`src/rtl/trigger_delay_meter.sv`:
```
// Single-shot start->stop latency meter with timeout and saturation.
// The result is held on a valid/ready handshake until the consumer accepts it.
module trigger_delay_meter #(
  parameter int WIDTH = 16
) (
  input  logic             clk,
  input  logic             rst_n,
  input  logic             clear,
  input  logic             arm,
  input  logic             start,
  input  logic             stop,
  input  logic [WIDTH-1:0] timeout,
  output logic             busy,
  output logic [WIDTH-1:0] result,
  output logic             timed_out,
  output logic             result_valid,
  input  logic             result_ready
);

  typedef enum logic [1:0] {
    IDLE     = 2'd0,
    ARMED    = 2'd1,
    COUNTING = 2'd2,
    DONE     = 2'd3
  } state_t;

  localparam logic [WIDTH-1:0] ALL_ONES = '1;

  state_t           state_reg, state_next;
  logic [WIDTH-1:0] count_reg, count_next;
  logic [WIDTH-1:0] result_reg, result_next;
  logic             timed_out_reg, timed_out_next;
  logic             busy_reg, busy_next;
  logic             valid_reg, valid_next;
  logic             start_q, stop_q;
  logic             start_edge, stop_edge;

  assign start_edge = start & ~start_q;
  assign stop_edge  = stop & ~stop_q;

  always_ff @(posedge clk or negedge rst_n) begin
    if (!rst_n) begin
      state_reg     <= IDLE;
      count_reg     <= '0;
      result_reg    <= '0;
      timed_out_reg <= 1'b0;
      busy_reg      <= 1'b0;
      valid_reg     <= 1'b0;
      // Reset high so a level already asserted at release is not seen as an edge
      start_q       <= 1'b1;
      stop_q        <= 1'b1;
    end else begin
      state_reg     <= state_next;
      count_reg     <= count_next;
      result_reg    <= result_next;
      timed_out_reg <= timed_out_next;
      busy_reg      <= busy_next;
      valid_reg     <= valid_next;
      start_q       <= start;
      stop_q        <= stop;
    end
  end

  always_comb begin
    state_next     = state_reg;
    count_next     = count_reg;
    result_next    = result_reg;
    timed_out_next = timed_out_reg;

    case (state_reg)
      IDLE: begin
        if (arm) state_next = ARMED;
      end
      ARMED: begin
        if (start_edge && stop_edge) begin
          state_next     = DONE;
          result_next    = '0;
          timed_out_next = 1'b0;
        end else if (start_edge) begin
          state_next = COUNTING;
          count_next = {{(WIDTH-1){1'b0}}, 1'b1};
        end
      end
      COUNTING: begin
        // A stop coinciding with the timeout still counts as a real stop
        if (stop_edge) begin
          state_next     = DONE;
          result_next    = count_reg;
          timed_out_next = 1'b0;
        end else if ((timeout != '0) && (count_reg == timeout)) begin
          state_next     = DONE;
          result_next    = timeout;
          timed_out_next = 1'b1;
        end else if (count_reg == ALL_ONES) begin
          state_next     = DONE;
          result_next    = ALL_ONES;
          timed_out_next = 1'b1;
        end else begin
          count_next = count_reg + 1'b1;
        end
      end
      DONE: begin
        if (result_ready) state_next = IDLE;
      end
      default: state_next = IDLE;
    endcase

    if (clear) begin
      state_next     = IDLE;
      timed_out_next = 1'b0;
    end

    busy_next  = (state_next == ARMED) || (state_next == COUNTING);
    valid_next = (state_next == DONE);
  end

  assign busy         = busy_reg;
  assign result       = result_reg;
  assign timed_out    = timed_out_reg;
  assign result_valid = valid_reg;

endmodule

```
`config.mk`:
```
export PLATFORM = sky130hd
export DESIGN_NAME = trigger_delay_meter
export DESIGN_NICKNAME = d
export VERILOG_FILES = /design/src/rtl/trigger_delay_meter.sv
export SDC_FILE = /design/constraint.sdc
export NUM_CORES = 1
export LEC_CHECK = 0
export CORE_MARGIN = 4
export CORE_UTILIZATION = 48
export DETAILED_ROUTE_END_ITERATION = 7
export GPL_TIMING_DRIVEN = 1
export PLACE_DENSITY = 0.76
export SETUP_SLACK_MARGIN = 0.1
export SYNTH_ARGS = -nofsm -noshare
export SYNTH_HDL_FRONTEND = slang
export SYNTH_SLANG_ARGS = --single-unit
```
`constraint.sdc`:
```
create_clock -name clk -period 2.4 [get_ports clk]
set_input_delay 0.36 -clock clk [delete_from_list [all_inputs] [get_ports clk]]
set_output_delay 0.36 -clock clk [all_outputs]
set_load 0.02 [all_outputs]
```
# After elaboration in Yosys (flattened, before gate mapping)
# Index checks and enable logic that the tools add are counted.
[classes] addsub=1 eq_ne=17 muxes=26 n_bitwise=4 n_reduce_logical=10
[op_table] cell="$mux 16" n=9
[op_table] cell="$pmux 16 s2" n=2
[op_table] cell="$add 16x1->16 const B" n=1
[op_table] cell="$eq 16x16->1" n=1
[op_table] cell="$eq 16x16->1 const B" n=1
[op_table] cell="$mux 2" n=8
[op_table] cell="$reduce_bool 16->1" n=1
[op_table] cell="$ne 2x2->1 const B" n=6
[op_table] cell="$eq 2x2->1 const B" n=4
[op_table] cell="$pmux 2 s4" n=1
[op_table] cell="$reduce_and 3->1" n=2
[op_table] cell="$reduce_and 6->1" n=1
[op_table] cell="$mux 1" n=5
[op_table] cell="$ne 5x5->1 const B" n=1
[op_table] cell="$eq 2x1->1 const B" n=2
[op_table] cell="$ne 4x4->1 const B" n=1
[op_table] cell="$ne 3x3->1 const B" n=1
[op_table] cell="$reduce_bool 3->1" n=1
[op_table] cell="$and 1x1->1" n=2
[op_table] cell="$logic_and 1x1->1" n=2
[op_table] cell="$logic_not 2->1" n=1
[op_table] cell="$not 1->1" n=2
[op_table] cell="$pmux 1 s2" n=1
[op_table] cell="$reduce_bool 2->1" n=1
[op_table] cell="$logic_or 1x1->1" n=1
[totals] register_bits=39 in_bits=23 output_inout_bits=19 wordCells=66

# Longest topological paths before layout
# Gate-level depths: netlist of the first run.
[logic_depth] word_depth=8 depth_mapped=9 mapped_depth_nobuf=8

# Worst setup path before layout of the first run
# No wires, ideal clock.
[synth_timing] path_type="register to register" from="reg count_reg[13]" to="reg busy_reg (netlist: busy)" t_arrival_ns=2.117 path_slack_ns=0.157 path_stages_with_launch=9 n_path_buf=1 synth_period_minus_slack_ns=2.243 path_cell_list="dfrtp_1 xor2_1 nor4_1 nand3_1 a2bb2o_1 buf_4 o21ai_0 a221oi_1 ha_1"
[synth_via] elab_chain_cells=8
[synth_rtl] element="from (decl)" line_no="30" text="logic [WIDTH-1:0] count_reg, count_next;"
[synth_rtl] element="from (signal assigned)" line_no="54" text="count_reg <= count_next;"
[synth_rtl] element="$eq 16x16->1 (on tied branches)" line_no="94, 90"
[synth_rtl] element="$mux 2 / $logic_and 1x1->1 (equally long branches)" line_no="94, 90"
[synth_rtl] element="$mux 2 *" line_no="90" text="end else if ((timeout != '0) && (count_reg == timeout)) begin"
[synth_rtl] element="$mux 2 *" line_no="86" text="if (stop_edge) begin"
[synth_rtl] element="$pmux 2 s4 *" line_no="70" text="case (state_reg)"
[synth_rtl] element="$mux 2 *" line_no="108" text="if (clear) begin"
[synth_rtl] element="net state_next[0]" line_no="29" text="state_t state_reg, state_next;"
[synth_rtl] element="$eq 2x1->1 / $eq 2x2->1 (equally long branches)" line_no="113" text="busy_next = (state_next == ARMED) || (state_next == COUNTING);"
[synth_rtl] element="$logic_or 1x1->1 *" line_no="113"
[synth_rtl] element="net busy_next" line_no="33" text="logic busy_reg, busy_next;"
[synth_rtl] element="to (signal assigned)" line_no="57" text="busy_reg <= busy_next;"
[synth_rtl] element="to (decl)" line_no="33"
# The timed path passes the listed nets; every way through them passes the cells marked *.
# A chain may end at the register's enable or synchronous reset.

# Worst setup path in the final report of the first run
[layout_timing] from="in timeout[2]" to="reg count_reg[6]"
[layout_via] elab_chain_cells=4
[layout_rtl] element="from (decl)" line_no="12" text="input logic [WIDTH-1:0] timeout,"
[layout_rtl] element="$eq 16x16->1 / $reduce_bool 16->1 (equally long branches)" line_no="90"
[layout_rtl] element="$logic_and 1x1->1 *" line_no="90"
[layout_rtl] element="$ne 2x2->1 (no source line) *"
[layout_rtl] element="$reduce_and 6->1 (no source line) *"
# Every way passes the cells marked *; elsewhere a longest branch is shown, timed or not.

==> reports/results.env, run 1 <==
SYNTH_COMPOUND_AREA_SHARE_PCT=22.6
GRT_UTIL_ALL_LAYERS_PCT=24.2
SYNTH.YOSYS.SEQ_AREA_SHARE_PCT=39.4
PWR-SHARE-CLK_PCT=14.9
TIMING.MAX_CAP.VIOLATIONS=0
CRITPATHCAPTURETYPE='register'
POSTSYNTHNETCOUNT=294
POST_DETAILED_ROUTE_VIA_TO_CELL_RATIO=5.89
WORSTPATHREQUIRED_PS=2640
GP_CONGESTION=0.906
DESIGN.PORTCOUNT=42
PWR-SHARE-SEQ_PCT=31.2
LEAKAGEPOWER_nW=1.47
SYNTHESIS_STAGE_REGISTER_BIT_COUNT=39
ANTENNA_VIOLATIONS_BEFORE_REPAIR=0
MAX_FREQ_MHz=445
HTREEDEPTH=2
P_COMB_SHARE_PCT=53.9
AREA_OF_THE_CORE_UM2=4850
POWER.NET_SWITCHING_W=0.00127
CLOCK_INSERTION_DELAY_WORST_SKEW_PS=300
SYNTH-XOR-AREA-SHARE_PCT=6.35
FIRST_GLOBAL_VIAS=2417
DRT_FIRST_ITER_VIOLATIONS=244
PIN_COUNT_OF_THE_BIGGEST_NET_ENTERING_GLOBAL_ROUTING=40
CP_MOST_FREQUENT_CELL='buf_4'
TIMING_WORST_SLEW_PIN_VALUE_PS=882
SYNTH-EDFF-COUNT=0
NUM_ANTENNA_CELLS=0
MOST_FREQUENT_STANDARD_CELL_IN_THE_LAYOUT_EXCLUDING_FILL_AND_TAP_CELLS='buf_4'
POWER.INTERNAL_W=0.00186
SYNTH.AREA.MUX_SHARE_PCT=0.807
CLK_PIN_SLEW_WORST_PATHS_PS=80
SYNTHDISTINCTLIBCELLS=52
ROUTE.FINAL.WIRE_LENGTH_UM=7310
CRITICAL-PATH-MAX-STAGE-DELAY_PS=480
FINAL_CORE_UTIL_PCT=71.6
DETAIL-ROUTE-ANTENNA-NETS=0
POST_DRT_WL_PER_CELL_UM=17.6
NUMBER_OF_SETUP_VIOLATIONS_IN_THE_FINAL_REPORT=0
SYNTH_AREA_PER_CELL_UM2=9.36
PLACE.PORT_BUFFERS=41
SYN_INST=265
CRIT_PATH_CELL_TRACE='clkdlybuf4s50_1, buf_4, nor4_2, nand4_1, buf_4, and3_4, and2_4, or4b_1, a21oi_2'
NETLIST_AREA_UM2=2480
SYNTH_TOP_FAMILY_BY_AREA='simple AND/OR/NAND/NOR gates'
CRITICAL_PATH_PEAK_FANOUT=4
SHARE_OF_FINAL_LAYOUT_STANDARD_CELLS_STRONGER_THAN_DRIVE_STRENGTH_1_PCT=25.0
STARTING_DENSITY_PCT=51.2
FINAL_AREA_UM2=3470
PLACE_HPWL_UM=5260
IR_DROP_mV=0.632
TIMING.SETUP.CRITICAL_PATH_CLASS='in2reg'
POST_SYNTH_AND_OR_NAND_NOR_AREA_FRACTION_PCT=23.5
LAYOUT.NETS=376
LEADING_REGISTER_CELL_TYPE_OUT_OF_SYNTHESIS='dfrtp_1'
STATUS='complete, no violations'
FINCLKSKEW_PS=9.45
WORST_HOLD_SLACK_PS=177
CHIPHEIGHT_UM=79.9
REPORT.FINAL.SLEW_VIOL_COUNT=0
ASYNC_RESET_FF_SHARE_PCT=100
DIE_W_UM=79.9
CLK_SINK_COUNT=39
POST_SYNTH_FA_HA_MAJ_AREA_FRACTION_PCT=3.03
TIMING.SLEW.HEADROOM_PCT=41.2
SETUP.WORST_PATH.START_CLASS='input port'
WORSTHOLDPATHTYPE='in2async'
POWER-PER-CELL-AREA_nW_PER_UM2=904
GRT_PASS1_WL_UM=11900
SYN2LAYOUT_AREA_GROWTH_PCT=39.9
FINAL_GLOBAL_ROUTE_OVERFLOW_TOTAL=0
YOSYSWARNINGS=0
DRT_PRE_ANTENNA_ITERS=4
PLACED_AREA_UM2=3250
MOST-COMMON-LAYOUT-CELLS='49 x buf_4, 35 x dfrtp_1, 35 x clkdlybuf4s50_1, 27 x nor2_1'
GRT_SETUP_UNREPAIRED='true'
CTS_TREE='built'
DIE_AREA_UM2=6380
VIAS=2446
POWER.SHARE.SWITCHING_PCT=40.6
FIN_CRIT_SH_PCT=93.7
CP_SLOWEST_CELL='or4b_1'
CTS_MAX_PATH_BUFFERS=2
DRCVIOLATIONCOUNT=0
ARRIVAL_PS=2490
FLOORPLAN.ROWS=25
MIN_PERIOD_PS=2250
CTS_INSERTED_BUFFERS=5
CTS_ROOT_BUFFER='clkbuf_8'
TIMING.FINAL.HOLD_VIOLATIONS=0
[Yosys cell counts, types with 2 or more instances]
cell type / n / area [um2]
dfrtp_1: 37 / 926
nor2_1: 28 / 105
o211ai_1: 18 / 135
xor2_1: 18 / 158
nand2_1: 17 / 63.8
o2bb2ai_1: 16 / 140
a21oi_1: 12 / 60.1
nor3_1: 10 / 50.1
o21ai_0: 9 / 45.0
clkbuf_1: 7 / 26.3
ha_1: 6 / 75.1
nand3_1: 6 / 30.0
nand4_1: 6 / 37.5
nor4_2: 6 / 75.1
nand2b_1: 5 / 31.3
a211oi_1: 4 / 30.0
buf_2: 4 / 20.0
inv_1: 4 / 15.0
a221oi_1: 3 / 26.3
and3_1: 3 / 18.8
nor4_1: 3 / 18.8
or3_1: 3 / 18.8
and2_1: 2 / 12.5
and4_1: 2 / 17.5
buf_6: 2 / 22.5
clkbuf_2: 2 / 10.0
dfstp_2: 2 / 52.6
mux2i_1: 2 / 20.0
nand3b_1: 2 / 15.0
nor2b_1: 2 / 12.5
o21ai_2: 2 / 17.5
or4_1: 2 / 15.0
[through the flow]
step | TNS, ps | power (W) | std cells | setup slack (ps)
2_1_floorplan | 0 | 0.00179 | 265 | 157
3_3_place_gp | -3650 | 0.00246 | 404 | -229
3_5_place_dp | -5490 | 0.00249 | 404 | -401
4_1_cts | 0 | 0.00299 | 412 | 104
5_1_grt | 0 | 0.00332 | 415 | 22.8
6_report | 0 | 0.00314 | 415 | 151
[final timing paths]
check                             startpoint       endpoint  slack (ps)  cells after the start
worst min-delay path                   rst_n  count_reg[11]         180                      1
worst max register to register  state_reg[1]  count_reg[13]         230                      9
worst max-delay path              timeout[2]   count_reg[6]         150                      9
worst min register to register     result[1]      result[1]         490                      1
min in group clk                  timeout[5]      result[5]         470                      3
max in group asynchronous              rst_n   state_reg[1]        1610                      1
[layout make-up]
type / count / area (um2)
Clock buffer: 7 / 86.3
Timing Repair Buffer: 92 / 831
Tap cell: 67 / 83.8
Multi-Input combinational cell: 205 / 1470
Fill cell: 376 / 1380
Clock inverter: 1 / 5.00
Inverter: 4 / 15.0
Sequential cell: 39 / 981
[power by group through the flow]
stage	clock network, W	logic [W]	registers (W)
2_1_floorplan	0	0.000715	0.00108
3_3_place_gp	0	0.00148	0.000972
3_5_place_dp	0	0.00152	0.000972
4_1_cts	0.000474	0.00155	0.000965
5_1_grt	0.000508	0.00181	0.00100
6_report	0.000466	0.00169	0.000979
[worst max-delay path, delay by kind of cell]
family	cells	cell delay, ps
and+or+nand+nor	5	1250
AOI/OAI and AO/OA	1	120
buffers and inverters	3	760
[kinds of logic after synthesis]
logic type,Yosys count
muxes,2
buffers and inverters,21
xor gates and xnor gates,18
AOI/OAI and AO/OA,76
adders and majority gates,6
DFF,39
and+or+nand+nor,103
[metal layers]
layer	vias to the layer above	wire (um)	track usage [%]
li1	1163	-	-
met1	1172	3310	34.0
met2	100	3340	36.4
met3	11	515	4.74
met4	0	137	9.63
met5	-	0	0
[repair_timing]
action                     in CTS  in global routing
pin swaps                       1                 12
hold buffers                    0                  0
setup buffers                   0                  2
resized for setup               4                 18
gates cloned                    0                  1
setup endpoints to repair      15                 26
(Power assumes the default switching activity.)
==> run 2: changes to the inputs <==
CORE_UTILIZATION = 50   (was 48)
CTS_CLUSTER_DIAMETER = 100   (was not set)
SLEW_MARGIN = 10   (was not set)
clock period = 2.89 ns   (was 2.4 ns; I/O delays follow)
==> reports/results.env, run 2 (synthesis results as in run 1) <==
STATUS='complete, no violations'
MIN_PERIOD_PS=2600
CLK_SINK_COUNT=39
SHARE_OF_FINAL_LAYOUT_STANDARD_CELLS_STRONGER_THAN_DRIVE_STRENGTH_1_PCT=14.2
FF2FF_SETUP_SLACK_PS=420
DESIGN.PORTCOUNT=42
CRIT_FAMILY='compound AO/OA/AOI/OAI gates'
NUM_ANTENNA_CELLS=0
DIE_W_UM=78.4
CRITICAL-PATH-MAX-STAGE-DELAY_PS=470
CRIT_PATH_CELL_TRACE='clkdlybuf4s50_1, xor2_1, nor4_1, buf_4, nand2_1, a2bb2o_1, o21ai_0, a221oi_1, ha_1'
CTS_INSERTED_BUFFERS=5
POST_CTS_HOLD_BUFFER_COUNT=0
LAYOUT.NETS=346
POWER-PER-CELL-AREA_nW_PER_UM2=786
CP_SLOWEST_CELL='clkdlybuf4s50_1'
FIN_CRIT_SH_PCT=89.9
FLOORPLAN.ROWS=25
REG2REGPATHDEPTH=8
DRT_FIRST_ITER_VIOLATIONS=170
GRT_UTIL_ALL_LAYERS_PCT=23.1
STARTING_DENSITY_PCT=52.2
DIE_AREA_UM2=6150
PLACE.PORT_BUFFERS=41
AREA_OF_THE_CORE_UM2=4750
MAX_FREQ_MHz=385
CLOCK_INSERTION_DELAY_WORST_SKEW_PS=290
POST_DRT_WL_PER_CELL_UM=17.3
TIMING.CRITICAL_PATH.DEPTH=9
POST_DETAILED_ROUTE_VIA_TO_CELL_RATIO=5.98
LEAKAGEPOWER_nW=1.28
TIMING.SETUP.CRITICAL_PATH_CLASS='in2reg'
FINAL_AREA_UM2=3180
STARTPOINT_OF_THE_WORST_REGISTER_TO_REGISTER_PATH='state_reg[1]'
CTS_ROOT_BUFFER='clkbuf_8'
BUFFERS_INVERTERS_ON_CRITICAL_PATH=2
DRCVIOLATIONCOUNT=0
CTS_TREE='built'
VIAS=2303
CLK_PIN_SLEW_WORST_PATHS_PS=70
DRT_PRE_ANTENNA_ITERS=4
REPORT.FINAL.SLEW_VIOL_COUNT=0
GRT_PASS1_WL_UM=11200
ROUTE.FINAL.WIRE_LENGTH_UM=6680
WORSTHOLDPATHTYPE='in2async'
CHIPHEIGHT_UM=78.4
TIMING.SLEW.HEADROOM_PCT=43.0
POSTCTSSETUPREPAIRBUFS=0
REGTOREGENDPOINT='count_reg[6]'
GRT_SETUP_UNREPAIRED='false'
CRITPATHCAPTURETYPE='register'
FINALSETUPTNS_PS=0
TIMING.MAX_CAP.VIOLATIONS=0
FINAL_GLOBAL_ROUTE_OVERFLOW_TOTAL=0
GP_CONGESTION=0.867
SETUP.WORST_PATH.START_CLASS='input port'
FIRST_GLOBAL_VIAS=2298
MOST-COMMON-LAYOUT-CELLS='40 x clkdlybuf4s50_1, 37 x dfrtp_1, 28 x nor2_1, 20 x buf_4'
PLACE_HPWL_UM=4960
MOST_FREQUENT_STANDARD_CELL_IN_THE_LAYOUT_EXCLUDING_FILL_AND_TAP_CELLS='clkdlybuf4s50_1'
ANTENNA_VIOLATIONS_BEFORE_REPAIR=0
FINCLKSKEW_PS=4.65
WORSTPATHREQUIRED_PS=3060
FINAL_CORE_UTIL_PCT=66.9
PLACED_AREA_UM2=3050
PIN_COUNT_OF_THE_BIGGEST_NET_ENTERING_GLOBAL_ROUTING=40
DETAIL-ROUTE-ANTENNA-NETS=0
CRITICAL_PATH_PEAK_FANOUT=3
WORST_HOLD_SLACK_PS=248
CTS_REPAIR_RESIZE_COUNT=0
TIMING_WORST_SLEW_PIN_VALUE_PS=855
SYN2LAYOUT_AREA_GROWTH_PCT=28.3
NUMBER_OF_SETUP_VIOLATIONS_IN_THE_FINAL_REPORT=0
HTREEDEPTH=2
CTS_MAX_PATH_BUFFERS=2
ARRIVAL_PS=2770
IR_DROP_mV=0.485
TIMING.FINAL.HOLD_VIOLATIONS=0
run 2: power breakdown:
group | internal [W] | switching [W] | total, W
Clock | 0.000345 | 0.000190 | 0.000535
Sequential | 0.000692 | 0.000140 | 0.000832
Combinational | 0.000503 | 0.000632 | 0.00113
run 2: worst register-to-register path, delay by kind of cell, from the launching register on:
kind,cells,cell delay (ps)
AND/OR/NAND/NOR,4,1120
AO/OA/AOI/OAI,2,470
flip-flops,1,430
adder cells (fa/ha/maj),1,280
buffers and inverters,1,100
run 2: how the worst max path moves through the flow:
stage | start | endpoint | slack, ps
floorplan | timeout[13] | busy | 620
detailed placement | timeout[7] | busy | -5
CTS | timeout[7] | busy | 290
finish | timeout[7] | busy | 290
global route | timeout[7] | busy | 200
global placement | timeout[7] | busy | 30
run 2: per-layer routing:
layer | routed length, um | global-route usage (%)
met1 | 3160 | 32.3
met2 | 3090 | 35.3
met3 | 282 | 4.59
met4 | 141 | 8.57
met5 | 0 | 0
run 2: layout make-up:
type | count | area (um2)
sequential | 39 | 978
inverter | 4 | 15.0
timing repair buffer | 62 | 576
fill | 387 | 1570
clock inverter | 2 | 60.1
tap | 67 | 83.8
clock buffer | 6 | 72.6
multi-input combinational | 205 | 1400
run 2: per-stage QoR:
stage,instances,setup slack (ps),total power [W]
floorplan,265,624,0.00149
CTS,385,294,0.00251
finish,385,290,0.00250
global route,385,204,0.00265
global placement,377,32.1,0.00195
detailed placement,377,-5.12,0.00196
==> run 3: changes to the inputs <==
CTS_CLUSTER_DIAMETER = 80   (was 100)
==> results of run 3 <==
Final layout, timing and power as in run 2 (identical DEF).
==> variant 1, RTL diff (config.mk and constraints of run 1) <==
Re-encode `state_t` (4 states) as Gray code, 2 bits wide.
--- a/src/rtl/trigger_delay_meter.sv
+++ b/src/rtl/trigger_delay_meter.sv
@@ -18,10 +18,10 @@
 );
 
   typedef enum logic [1:0] {
-    IDLE     = 2'd0,
-    ARMED    = 2'd1,
-    COUNTING = 2'd2,
-    DONE     = 2'd3
+    IDLE     = 2'b00,
+    ARMED    = 2'b01,
+    COUNTING = 2'b11,
+    DONE     = 2'b10
   } state_t;
 
   localparam logic [WIDTH-1:0] ALL_ONES = '1;
Formal check against the unedited RTL: same outputs for any inputs over 10 cycles, from zero or initial values and one cycle with rst_n low; not proved beyond that.
==> variant 1 against run 1 <==
Sequential cell count decreased by 1; core utilization decreased by 3.0 points; setup slack improved by 12 ps; critical path depth decreased by 2; cell area decreased by 6.6%; critical path type is now flip-flop to flip-flop; area after synthesis decreased by 5.7%; routed wire length decreased by 13%; via count decreased by 13%; non-clock buffer count decreased by 10; final cell count decreased by 12%; largest cell class unchanged.
Power is not compared: it rests on default switching activity, and its combinational part moved more than twofold at a synthesized area within 25%.
==> variant 1: results (changes against run 1) <==
Clock network
  – Maximum clock insertion buffer count: 2 (unchanged)
  – Worst skew pair latency: 290 ps
  – H-tree depth: 2 (unchanged)
  – CTS Buf Count: 5 (unchanged)
  – Root buffer cell: clkbuf_8

Placement
  – Global placement routability congestion: 0.8905 (-1.7%)
  – Post-DP HPWL: 4490 um (-15%)
  – Port Buffers: 41 (unchanged)
  – Inst Count DP: 352 (-13%)

Synth
  – Mapped Cells: 230 (-13%)
  – Adder-cell share of the synthesized area: 0.005350 (-0.02491)
  – Complex-gate fraction of the synthesized area: 0.1766 (-0.04986)
  – Net Count, Synth: 254 (-14%)
  – Ys async rst share: 1.000 (unchanged)
  – XOR/XNOR Fraction of Synth Area: 0.05993 (-0.003615)
  – Synth area leaders: dfrtp_1, a221o_1, mux2_4
  – Share of the synthesized area in the top cell type: 0.3852 (+0.01206)
  – Top post-synthesis cells by count: dfrtp_1, nand2_1, a221o_1
  – Yosys cell types: 47 (-9.6%)
  – Post-synthesis mux area share: 0.1065 (+0.09841)
  – Sequential share of the synthesized area: 0.4077 (+0.01335)

Route
  – Post-DR wirelength/cell: 17.42 um (-1.1%)
  – Met2 wire len: 3153 um (-5.7%)
  – Iteration-0 DRC Markers: 153 (-37%)
  – Metal3 WL: 445 um (-14%)
  – WL met1: 2622 um (-21%)
  – Final WL: 6393 um (-13%)
  – Via count: 2139 (-13%)

Finish
  – FILL cells: 365 (-2.9%)
  – Post-layout nets: 323 (-14%)
  – Share of cells above drive strength 1: 0.2767 (+0.02667)
  – Ant. Diodes: 0 (unchanged)

Global routing
  – Overflow after GRT: 0 (unchanged)
  – First-pass GRT wire length: 10570 um (-11%)
  – Initial antenna violation count: 0 (unchanged)
  – Global Route Usage Sum: 0.2247 (-0.01734)
  – Largest net degree at the start of global routing: 39 (-2.5%)

Worst setup path
  – Max stage delay on crit path: 520 ps (+40 ps)
  – Worst Setup SP: count_reg[6]
  – CP Data Arrival Time: 2420 ps (-70 ps)
  – Critical-path top delay cell: or4_4
  – Worst r2r src: count_reg[6]
  – Critical-path maximum fanout: 16 (+12)

Timing
  – Worst-Margin Slew: 956.7 ps (+74.45 ps)
  – Worst Skew: 4.233 ps (-5.217 ps)

Run status
  – Status: finished, final reports clean

Hold path
  – Worst hold path class: input port to asynchronous set/reset pin

Power
  – Switching Power: 0.5245 mW
  – Leak Pwr: 1.402 nW
variant 1: cell types whose count changed after synthesis, moves of 10 or more:
cell       before  now
nor2_1         28    6
a221o_1         0   16
o2bb2ai_1      16    1
mux2_4          0   10
o211ai_1       18    8
xor2_1         18    8
variant 1: final cells by class:
| cell class | count | area share |
|---|---|---|
| Clock buffer | 6 | 0.02547 |
| Clock inverter | 2 | 0.01853 |
| Inverter | 5 | 0.005789 |
| Multi-Input combinational cell | 167 | 0.3983 |
| Sequential cell | 38 | 0.2960 |
| Tap cell | 67 | 0.02586 |
| Timing Repair Buffer | 82 | 0.2300 |
variant 1: critical path, delay by kind of cell, from the launching register on:
family,cells,cell delay [ps]
and+or+nand+nor,2,610
AOI/OAI and AO/OA,2,500
DFF,1,400
muxes,1,270
xor gates and xnor gates,1,200
buffers and inverters,1,140
variant 1: what timing repair did:
item,4_1_cts,5_1_grt
endpoints found under the setup margin,16,25
resized for setup,26,9
cloned,1,0
buffers inserted,1,5
pin swaps,7,8
variant 1: cell families after synthesis:
logic type | after synthesis
xor gates and xnor gates | 16
DFF | 38
muxes | 19
adders and majority gates | 1
AOI/OAI and AO/OA | 52
buffers and inverters | 25
and+or+nand+nor | 79
variant 1: final timing paths:
check / endpoint / slack [ps] / cells past startpoint
setup / recovery: result[15] / 160 / 7
hold / removal: result[10] / 170 / 1
setup reg to reg: result[15] / 160 / 7
hold reg to reg: result[13] / 510 / 1
max in group asynchronous: count_reg[12] / 1620 / 1
min in group clk: start_q / 490 / 1
variant 1: routing by layer:
layer	GRT usage	vias up
met3	0.04988	19
met4	0.09786	0
met5	0	-
met2	0.3630	86
met1	0.2878	1026
li1	-	1008
variant 1: power groups by stage:
stage,Sequential (mW),Clock [mW],Combinational (mW)
2_1_floorplan,0.846,0,0.172
3_3_place_gp,0.789,0,0.461
3_5_place_dp,0.792,0,0.466
4_1_cts,0.781,0.688,0.474
5_1_grt,0.804,0.719,0.524
6_report,0.788,0.681,0.492
variant 1: metrics by stage:
stage / setup WS [ps] / instance area (um^2) / hold WS [ps]
5_1_grt: 90.88 / 3242 / 226.2
6_report: 163.6 / 3242 / 168.4
3_5_place_dp: -351.2 / 2978 / 492.8
4_1_cts: 12.52 / 3179 / 196.2
2_1_floorplan: 134.0 / 2338 / 64.41
3_3_place_gp: -376.8 / 2978 / 493.1
==> variant 2, RTL diff (flow settings as in run 1) <==
Without the edit above. `WIDTH`: 16 -> 32.
--- a/src/rtl/trigger_delay_meter.sv
+++ b/src/rtl/trigger_delay_meter.sv
@@ -1,7 +1,7 @@
 // Single-shot start->stop latency meter with timeout and saturation.
 // The result is held on a valid/ready handshake until the consumer accepts it.
 module trigger_delay_meter #(
-  parameter int WIDTH = 16
+  parameter int WIDTH = 32
 ) (
   input  logic             clk,
   input  logic             rst_n,
Interface: changed (resized result and timeout); port bits go from 42 to 74. No check against the original RTL was run, so the function may have changed too.
==> variant 2 against run 1 <==
The flow now finishes with violations (negative setup slack); area after synthesis grew 79%; synthesized cell count grew 71%; cell area grew 89%; sequential share of layout area shrank 1.0 points; combinational power grew 43%; setup slack lost 360 ps; routed wire length grew 140%; sequential cell count grew 32; total power grew 60%.
==> variant 2: results (changes against run 1) <==
Finish
  – FILL cells: 544 (+45%)
  – Fin cells: 723 (+74%)
  – Post-layout nets: 654 (+74%)

Worst setup path
  – Crit Reg-Reg Endpoint: count_reg[28]
  – CP Class: flip-flop to flip-flop
  – Critical-path top delay cell: dfrtp_1
  – Max stage delay on crit path: 440 ps (-40 ps)
  – Critical-path maximum fanout: 24 (+20)

Run status
  – Status: complete, but fails checks
  – Failing checks: negative setup slack

Synth
  – Adder-cell share of the synthesized area: 0.01689 (-0.01337)
  – Mapped Cells: 452 (+71%)

Timing
  – Worst Skew: 22.74 ps (+13.29 ps)
  – Final setup fails: 63 (+63)
  – Setup ws final: -212.7 ps (-364.0 ps)
  – Setup TNS: -7924 ps (-7924 ps)

Global routing
  – Met1 usage: 0.3645 (+0.02449)
  – First-pass GRT wire length: 24610 um (+110%)
  – Largest net degree at the start of global routing: 33 (-18%)
  – Vias in the first global route: 4555 (+88%)
  – Global Route Usage Sum: 0.2868 (+0.04480)

Clock network
  – Worst skew pair latency: 370 ps (+70 ps)
  – Clock transition at path regs: 100 ps (+20 ps)
  – CTS Buf Count: 9 (+4)

Power
  – VDD IR max: 460.5 uV (-27%)
## variant 2: changes by cell type after synthesis, sizes merged, moves of 18 or more
cell,change
o21ai,+18
or3,+22
inv,+32
dfrtp,+32
o22ai,+63
a21oi,+22
## variant 2: area by class of cell
| type | count | share of cell area |
|---|---|---|
| flip-flops and latches | 71 | 0.2721 |
| diodes | 2 | 0.0007638 |
| repair buffers | 173 | 0.2603 |
| inverters | 36 | 0.02062 |
| multi-input cells | 318 | 0.3920 |
| clock inverters | 5 | 0.01260 |
| clock buffers | 10 | 0.02100 |
| well taps | 108 | 0.02062 |
## variant 2: repair_timing
item	CTS	global route
pin swaps	12	25
cloned	6	2
buffers inserted	12	5
gates resized for setup	41	53
endpoints found under the setup margin	66	68
## variant 2: power by group
group	switching, mW	total, mW	internal (mW)
clock network	0.502	1.11	0.608
registers	0.122	1.49	1.37
logic	1.30	2.41	1.11
total	1.93	5.01	3.09
